===== config.mk =====
export PLATFORM = sky130hd
export DESIGN_NAME = stage3_mem_arbiter
export DESIGN_NICKNAME = d
export VERILOG_FILES = /design/src/rtl/stage3_mem_arbiter.sv
export SDC_FILE = /design/constraint.sdc
export NUM_CORES = 1
export LEC_CHECK = 0
export CAP_MARGIN = 30
export CORE_AREA = 3 3 106 108
export CTS_CLUSTER_SIZE = 12
export DETAILED_ROUTE_END_ITERATION = 16
export DIE_AREA = 0 0 109 111
export HOLD_SLACK_MARGIN = 0.12
export PLACE_DENSITY = 0.74
export SYNTH_ARGS = -nofsm -noshare
export SYNTH_HDL_FRONTEND = slang
export SYNTH_SLANG_ARGS = --single-unit

===== constraint.sdc =====
create_clock -name clk -period 3.4 [get_ports clk]
set_input_delay 1.02 -clock clk [delete_from_list [all_inputs] [get_ports clk]]
set_output_delay 1.02 -clock clk [all_outputs]
set_load 0.02 [all_outputs]

===== src/rtl/stage3_mem_arbiter.sv =====
// Shares one memory bus between fetch (I) and data (D) ports; grant registered, bus strobe one cycle after request.
// D has priority but a saturating streak counter forces an I grant; requesters stall on busy until completion.
module stage3_mem_arbiter #(
  parameter int ADDR_W       = 32,
  parameter int DATA_W       = 32,
  parameter int MAX_D_STREAK = 4
) (
  input  logic                clk,
  input  logic                rst,
  input  logic                i_ren,
  input  logic [ADDR_W-1:0]   i_addr,
  output logic [DATA_W-1:0]   i_rdata,
  output logic                i_busy,
  input  logic                d_ren,
  input  logic                d_wen,
  input  logic [ADDR_W-1:0]   d_addr,
  input  logic [DATA_W-1:0]   d_wdata,
  input  logic [DATA_W/8-1:0] d_byte_en,
  output logic [DATA_W-1:0]   d_rdata,
  output logic                d_busy,
  output logic                m_ren,
  output logic                m_wen,
  output logic [ADDR_W-1:0]   m_addr,
  output logic [DATA_W-1:0]   m_wdata,
  output logic [DATA_W/8-1:0] m_byte_en,
  input  logic [DATA_W-1:0]   m_rdata,
  input  logic                m_busy
);

  localparam int SW = $clog2(MAX_D_STREAK + 1);
  localparam logic [SW-1:0] STREAK_MAX = SW'(MAX_D_STREAK);

  typedef enum logic [1:0] {IDLE, SERVE_I, SERVE_D} state_t;

  state_t        state, state_nxt;
  logic [SW-1:0] d_streak, streak_nxt;
  logic          d_req;

  assign d_req   = d_ren | d_wen;
  assign i_rdata = m_rdata;
  assign d_rdata = m_rdata;

  always_ff @(posedge clk) begin
    if (rst) begin
      state    <= IDLE;
      d_streak <= '0;
    end else begin
      state    <= state_nxt;
      d_streak <= streak_nxt;
    end
  end

  always_comb begin
    state_nxt  = state;
    streak_nxt = d_streak;
    m_ren      = 1'b0;
    m_wen      = 1'b0;
    m_addr     = '0;
    m_wdata    = '0;
    m_byte_en  = '0;
    i_busy     = 1'b1;
    d_busy     = 1'b1;
    case (state)
      IDLE: begin
        // D wins unless I is waiting and D has already used its full streak
        if (d_req && !(i_ren && d_streak == STREAK_MAX)) begin
          state_nxt = SERVE_D;
          if (d_streak != STREAK_MAX) streak_nxt = d_streak + 1'b1;
        end else if (i_ren) begin
          state_nxt  = SERVE_I;
          streak_nxt = '0;
        end
      end
      SERVE_I: begin
        // strobe held even if i_ren drops: bus accesses are never aborted
        m_ren     = 1'b1;
        m_addr    = i_addr;
        m_byte_en = '1;
        i_busy    = m_busy;
        if (!m_busy) state_nxt = IDLE;
      end
      SERVE_D: begin
        m_ren     = d_ren;
        m_wen     = d_wen;
        m_addr    = d_addr;
        m_wdata   = d_wdata;
        m_byte_en = d_byte_en;
        d_busy    = m_busy;
        if (!m_busy) state_nxt = IDLE;
      end
      default: state_nxt = IDLE;
    endcase
  end

endmodule


==> results.txt, run 1 <==
----------------------------------------------------
[Global routing]
  Pin count of the biggest net entering global routing ... 67
  Vias in the first global route ... 1,845
  Initial antenna violation count ... 0
  Overall overflow remaining after global route ... 0
  Wire length of the first global-routing pass ... 9510 um
  Global-route total usage across every layer ... 9.56%

[STA]
  RSZ-0062 raised after global routing ... no
  Max Transition Viols Final ... 0
  Maximum clock frequency ... 0.298 GHz
  Worst Tran Pin Value ... 416 ps
  Count of endpoints failing setup in the final report ... 0
  Hold Fails Final Rpt ... 0
  Summed negative setup slack over all endpoints ... 0 ps
  Ratio of final minimum period to clock period ... 98.6%
  Post-route worst setup slack ... 46.9 ps
  Clock Skews ... 1.32 ps
  Headroom to the max-slew limit ... 72.3%
  Time the worst path needs with I/O delays and setup ... 3350 ps

[Layout]
  Final cell utilization of the core ... 30.3%
  Non-Filler Instances ... 470
  Number of inserted filler cells in the final layout ... 1,080
  Number of nets in the layout ... 478
  Area added between synthesis and finish ... 92.4%
  Non-Filler Cell Area, Final ... 3130 um2
  Antenna fix cells ... 0
  Fraction of layout instances using a drive strength above 1 ... 4.49%

[Setup path]
  Category of the worst setup path capture point ... output pin
  Standard cell with the maximum stage delay on the critical path ... clkdlybuf4s50_1
  Type of the worst setup path ... input pin to output pin
  Stage delay of the slowest cell on the critical path ... 620 ps
  Maximum fanout count along the critical path ... 1
  Arrival time worst endpoint ... 2330 ps
  Critical Path RT ... 2380 ps
  Worst Reg2Reg Path Length in Cells ... 5
  Crit path launch type ... input pin
  CP Cell Sequence ... clkdlybuf4s50_1, a22oi_1, nor2b_1, clkdlybuf4s50_1
  Cell seen most often among critical-path stages ... clkdlybuf4s50_1

[Run status]
  Run status ... completed

[Logic synthesis]
  Main area contributors after synthesis ... buf_4 (30%), a22oi_1 (15%), nor2b_1 (14%)
  Largest area contributor in the netlist ... buf_4
  Yosys reg bits ... 5
  Number of cells produced by synthesis ... 229
  Post-synth top flop ... dfxtp_1
  Area of the mapped netlist ... 1630 um2
  Synthesized Nets ... 372
  Most numerous cell in the Yosys netlist ... buf_4
  Proportion of register bits with asynchronous set or reset after synthesis ... 0%
  Mean instance size in the synthesized netlist ... 7.11 um2
  Share of synthesized area occupied by flip-flops and latches ... 6.15%
  Commonest cells post-synth ... buf_4 (64), nor2b_1 (37), and2_1 (33), a22oi_1 (32), clkbuf_1 (10)
  EDFF count, synth ... 0
  Synth warnings ... 0
  Proportion of netlist area held by the largest area contributor ... 29.5%
  Synth cell types ... 32

[Drt]
  Vias after detailed routing ... 1,851
  Detailed route wirelength on metal2 ... 3550 um
  Iteration count of the initial detailed-routing pass ... 4
  Antenna viol nets, final ... 0
  Count of unresolved DRC violations after routing ... 0
  Post-DR wirelength/cell ... 13.9 um
  Routed met3 length ... 664 um
  DRT Wirelength ... 6560 um
  Met1 Routed Length ... 2160 um
  Via density per instance ... 3.94
  First-iteration detailed-routing DRC count ... 89
  Uppermost signal routing layer after detailed routing ... met4

[Placed design]
  Placed Instance Area ... 3070 um2
  PortBufs ... 177
  Detailed Place HPWL ... 5310 um
  Gpl congestion ... 0.768
  Placed insts ... 466
  Pre-CTS setup slack ... -17.4 ps

[Clocking]
  Number of buffers on the longest clock path ... 2
  Post-CTS setup-driven buffer insertion count ... 0
  Clock-pin transition on the worst setup and hold timing paths ... 40 ps
  Clock tree from TritonCTS ... yes
  Root buffer cell ... clkbuf_8
  H-Tree Depth ... 1
  Cts bufs inserted ... 3
  Insertion delay of the later-clocked pin in the worst-skew pair ... 220 ps
  Clk sink count ... 5

[Worst hold path]
  Instance count along the most critical hold path ... 2
  Hold crit path type ... flop to flop

[Die]
  Effective utilization at floorplan ... 15.8%
  Boundary Pins ... 274
  Vert. Die Dim ... 111 um
  Total Die Area ... 12,100 um2
  CORE AREA ... 10,300 um2
  Row count ... 37
  Width of the die ... 109 um

[Flow run]
  Max cap viols ... 0

[Power and ir drop]
  Peak ir drop on the vdd network ... 0.184 mV
  Pwr dens ... 215 nW/um2
  P_leak ... 1.17 nW

----------------------------------------------------
[power by group]
part           internal, mW  switching, mW  leakage (nW)
Combinational         0.281          0.211          1.11
Sequential           0.0651        0.00484        0.0410
Clock                0.0806         0.0309        0.0228
Total                 0.426          0.247          1.17
[critical path: cells and delay by family]
family          cells  cell delay, ps
compound gates      1              80
simple gates        1             160
buf+inv             2            1070
[registers in the layout, summed over array words and instances (netlist names)]
register / flops
d_streak: 3
state: 2
[placed cells by master (no fill, tap or decap), types with 2 or more instances in the layout]
cell type	instances
dfxtp_1	5
clkbuf_8	3
buf_4	5
and2_1	33
a21oi_1	7
a22oi_1	32
nand2_1	2
inv_1	3
nand2b_1	4
nor2b_1	37
ha_1	4
nand3b_1	2
clkdlybuf4s50_1	167
dlymetal6s2s_1	8
[worst paths after layout]
path / end / start / slack (ps)
min: state[0] / state[0] / 500
max: m_addr[25] / d_addr[25] / 50
max reg2reg: state[1] / state[0] / 1920
min reg2reg: state[0] / state[0] / 500
[through the flow]
stage	hold WS (ps)	power (mW)
6_report	505	0.673
2_1_floorplan	460	0.408
5_1_grt	556	0.717
4_1_cts	509	0.683
3_3_place_gp	489	0.559
3_5_place_dp	504	0.568
[cells by family (layout without fill, tap and decap cells)]
group | count (synthesis) | after routing | share of synthesized area (%)
flops | 5 | 5 | 6.15
buf+inv | 85 | 190 | 34.8
simple gates | 84 | 84 | 32.6
mux | 2 | 2 | 1.38
fa+ha+maj | 5 | 5 | 3.84
compound gates | 48 | 48 | 21.2
[routing by layer]
metal / track usage [%] / vias up
met1: 9.08 / 823
met4: 3.70 / 0
met2: 19.1 / 86
li1: - / 915
met3: 2.04 / 27
met5: 0 / -
[timing repair]
item | 4_1_cts | 5_1_grt
hold buffers | 0 | 0
resized for setup | 1 | 8
cloned | 0 | 0
endpoints found under the setup margin | 1 | 8
[layout make-up]
| type | count | area, um2 | area share [%] |
|---|---|---|---|
| sequential | 5 | 100 | 3.20 |
| inverter | 4 | 15.0 | 0.479 |
| multi-input combinational | 139 | 963 | 30.8 |
| timing repair buffer | 182 | 1840 | 58.7 |
| tap | 136 | 170 | 5.43 |
| clock buffer | 4 | 45.0 | 1.44 |
Power figures use the tool's default switching activity.
==> run 2, diff against run 1 <==
--- a/config.mk
+++ b/config.mk
@@ -6,12 +6,15 @@
 export NUM_CORES = 1
 export LEC_CHECK = 0
 export CAP_MARGIN = 30
-export CORE_AREA = 3 3 106 108
+export CELL_PAD_IN_SITES_DETAIL_PLACEMENT = 0
+export CELL_PAD_IN_SITES_GLOBAL_PLACEMENT = 2
+export CORE_ASPECT_RATIO = 0.8
+export CORE_MARGIN = 3
+export CORE_UTILIZATION = 10
 export CTS_CLUSTER_SIZE = 12
 export DETAILED_ROUTE_END_ITERATION = 16
-export DIE_AREA = 0 0 109 111
 export HOLD_SLACK_MARGIN = 0.12
-export PLACE_DENSITY = 0.74
+export PLACE_DENSITY = 0.95
 export SYNTH_ARGS = -nofsm -noshare
 export SYNTH_HDL_FRONTEND = slang
 export SYNTH_SLANG_ARGS = --single-unit
==> run 2 against run 1 <==
Utilization shrank 9.5 points. Clock skew down 1.1 ps. Sequential power grew 0.7%. Register-to-register slack is essentially flat. Global-route usage decreased by 2.3 points. Hold slack gained 1.6 ps. Critical path depth unchanged. Die area up 48%. Flip-flop and latch count is the same. Critical path type unchanged. Highest routed layer unchanged.
==> results.txt, run 2 (same netlist as run 1, synthesis figures left out) <==
----------------------------------------------------
[Run status]
  Run status ... completed (unchanged)

[Power and ir drop]
  Pwr dens ... 232 nW/um2 (was 215 nW/um2)
  Logic pwr share ... 65.4% (was 73.0%)
  Sequential Power Share ... 9.2% (was 10.4%)
  Switching part of the total ... 34.4% (was 36.6%)
  P_leak ... 1.24 nW (was 1.17 nW)
  Net Sw Power ... 0.263 mW (was 0.247 mW)
  Internal Dissipation ... 0.503 mW (was 0.426 mW)
  Peak ir drop on the vdd network ... 0.0927 mV (was 0.184 mV)
  Clock share of power ... 25.4% (was 16.6%)
  Final Total Pwr ... 0.766 mW (was 0.673 mW)

[Die]
  Row count ... 41 (was 37)
  Boundary Pins ... 274 (unchanged)
  Vert. Die Dim ... 120 um (was 111 um)
  Total Die Area ... 17,900 um2 (was 12,100 um2)
  Width of the die ... 149 um (was 109 um)
  CORE AREA ... 15,900 um2 (was 10,300 um2)
  Effective utilization at floorplan ... 10.3% (was 15.8%)

[STA]
  Max Transition Viols Final ... 0 (unchanged)
  WHS ... 507 ps (was 505 ps)
  Time the worst path needs with I/O delays and setup ... 3360 ps (was 3350 ps)
  Maximum clock frequency ... 0.298 GHz (about the same)
  Hold Fails Final Rpt ... 0 (unchanged)
  Post-route worst setup slack ... 43.5 ps (was 46.9 ps)
  Headroom to the max-slew limit ... 76.7% (was 72.3%)
  Count of endpoints failing setup in the final report ... 0 (unchanged)
  RSZ-0062 raised after global routing ... no (unchanged)
  Ratio of final minimum period to clock period ... 98.7% (was 98.6%)
  Worst Tran Pin Value ... 345 ps (was 416 ps)
  Clock Skews ... 0.208 ps (was 1.32 ps)

[Layout]
  Register bank with the most flops ... d_streak (unchanged)
  Non-Filler Instances ... 552 (was 470)
  Number of nets in the layout ... 481 (was 478)
  Most frequent cells in the layout ... clkdlybuf4s50_1 (162), nor2b_1 (37), and2_1 (33), a22oi_1 (32), dlymetal6s2s_1 (9) (was clkdlybuf4s50_1 (167), nor2b_1 (37), and2_1 (33), a22oi_1 (32), dlymetal6s2s_1 (8))
  Non-Filler Cell Area, Final ... 3300 um2 (was 3130 um2)
  Fraction of layout instances using a drive strength above 1 ... 5.64% (was 4.49%)
  Flip-flop count of the largest register after layout ... 3 (unchanged)
  Largest registers in the final layout ... d_streak: 3 flops, state: 2 flops (unchanged)
  Area added between synthesis and finish ... 103% (was 92.4%)
  Antenna fix cells ... 0 (unchanged)
  Most common cell after layout, fill and taps aside ... clkdlybuf4s50_1 (unchanged)

[Setup path]
  Arrival time worst endpoint ... 2340 ps (was 2330 ps)
  Stage delay of the slowest cell on the critical path ... 620 ps (about the same)
  Cell seen most often among critical-path stages ... clkdlybuf4s50_1 (unchanged)
  Maximum fanout count along the critical path ... 1 (unchanged)
  Standard cell with the maximum stage delay on the critical path ... clkdlybuf4s50_1 (unchanged)
  CP Cell Sequence ... clkdlybuf4s50_1, a22oi_1, nor2b_1, clkdlybuf4s50_1 (unchanged)
  Type of the worst setup path ... input pin to output pin (unchanged)
  Crit path launch type ... input pin (unchanged)
  Category of the worst setup path capture point ... output pin (unchanged)
  Critical Path RT ... 2380 ps (about the same)

[Global routing]
  Wire length of the first global-routing pass ... 10,400 um (was 9510 um)
  Overall overflow remaining after global route ... 0 (unchanged)
  Pin count of the biggest net entering global routing ... 42 (was 67)
  Global-route total usage across every layer ... 7.23% (was 9.56%)
  Initial antenna violation count ... 0 (unchanged)
  Vias in the first global route ... 2,015 (was 1,845)

[Clocking]
  Clock tree from TritonCTS ... yes (unchanged)
  Insertion delay of the later-clocked pin in the worst-skew pair ... 230 ps (was 220 ps)
  H-Tree Depth ... 1 (unchanged)
  Root buffer cell ... clkbuf_16 (was clkbuf_8)
  Cts bufs inserted ... 3 (unchanged)
  Clock-pin transition on the worst setup and hold timing paths ... 30 ps (was 40 ps)
  Clk sink count ... 5 (unchanged)
  Number of buffers on the longest clock path ... 2 (unchanged)

[Drt]
  Count of unresolved DRC violations after routing ... 0 (unchanged)
  Via density per instance ... 3.53 (was 3.94)
  Post-DR wirelength/cell ... 12.9 um (was 13.9 um)
  Iteration count of the initial detailed-routing pass ... 4 (unchanged)
  Vias after detailed routing ... 1,947 (was 1,851)
  DRT Wirelength ... 7100 um (was 6560 um)
  Antenna viol nets, final ... 0 (unchanged)
  First-iteration detailed-routing DRC count ... 45 (was 89)

[Placed design]
  Pre-CTS setup slack ... -35.1 ps (was -17.4 ps)
  PortBufs ... 177 (unchanged)
  Gpl congestion ... 0.682 (was 0.768)
  Detailed Place HPWL ... 5750 um (was 5310 um)
  Placed insts ... 548 (was 466)
  Placed Instance Area ... 3200 um2 (was 3070 um2)

[Flow run]
  Max cap viols ... 0 (unchanged)

[Worst hold path]
  Hold crit path type ... flop to flop (unchanged)

----------------------------------------------------
-- run 2: power by group through the flow --
stage / Sequential, mW / Clock, mW / Combinational (mW)
2_1_floorplan: 0.0699 / 0 / 0.338
3_3_place_gp: 0.0705 / 0 / 0.500
3_5_place_dp: 0.0712 / 0 / 0.510
4_1_cts: 0.0705 / 0.197 / 0.510
5_1_grt: 0.0710 / 0.201 / 0.539
6_report: 0.0705 / 0.194 / 0.501
-- run 2: final timing paths --
kind | from | to | slack [ps] | depth (start not counted)
worst max-delay path | d_addr[17] | m_addr[17] | 40 | 4
worst min-delay path | state[1] | state[1] | 510 | 2
worst max register to register | state[0] | state[1] | 1920 | 6
worst min register to register | state[1] | state[1] | 510 | 2
-- run 2: area by class of cell --
class / instances / area, um2
Clock buffer: 4 / 78.8
Timing Repair Buffer: 185 / 1870
Multi-Input combinational cell: 139 / 966
Tap cell: 215 / 269
Inverter: 4 / 15.0
Fill cell: 1734 / 12600
Sequential cell: 5 / 100
-- run 2: per-stage QoR --
stage / TNS, ps / util [%]
6_report: 0 / 20.8
5_1_grt: 0 / 20.8
2_1_floorplan: 0 / -
3_3_place_gp: -63.2 / 20.2
4_1_cts: 0 / 20.7
3_5_place_dp: -98.2 / 20.2
-- run 2: timing repair --
item / in CTS / in global routing
endpoints found under the setup margin: 5 / 9
gates resized for setup: 5 / 9
pin swaps: 0 / 0
hold buffers: 0 / 0
buffers inserted: 0 / 0
-- run 2: worst max-delay path, delay by kind of cell --
family                 cells  cell delay [ps]
buffers and inverters      2             1080
and+or+nand+nor            1              150
AOI/OAI and AO/OA          1               80
-- run 2: routing by layer --
layer  part of all wire [%]  wire, um  global-route usage, %  vias to the layer above
met4                    4.0       282                   3.75                        0
met2                     48      3410                   12.2                      138
met3                     13       898                   2.79                       24
met1                     35      2510                   7.82                      864
li1                       -         -                      -                      921
met5                      0         0                      0                        -
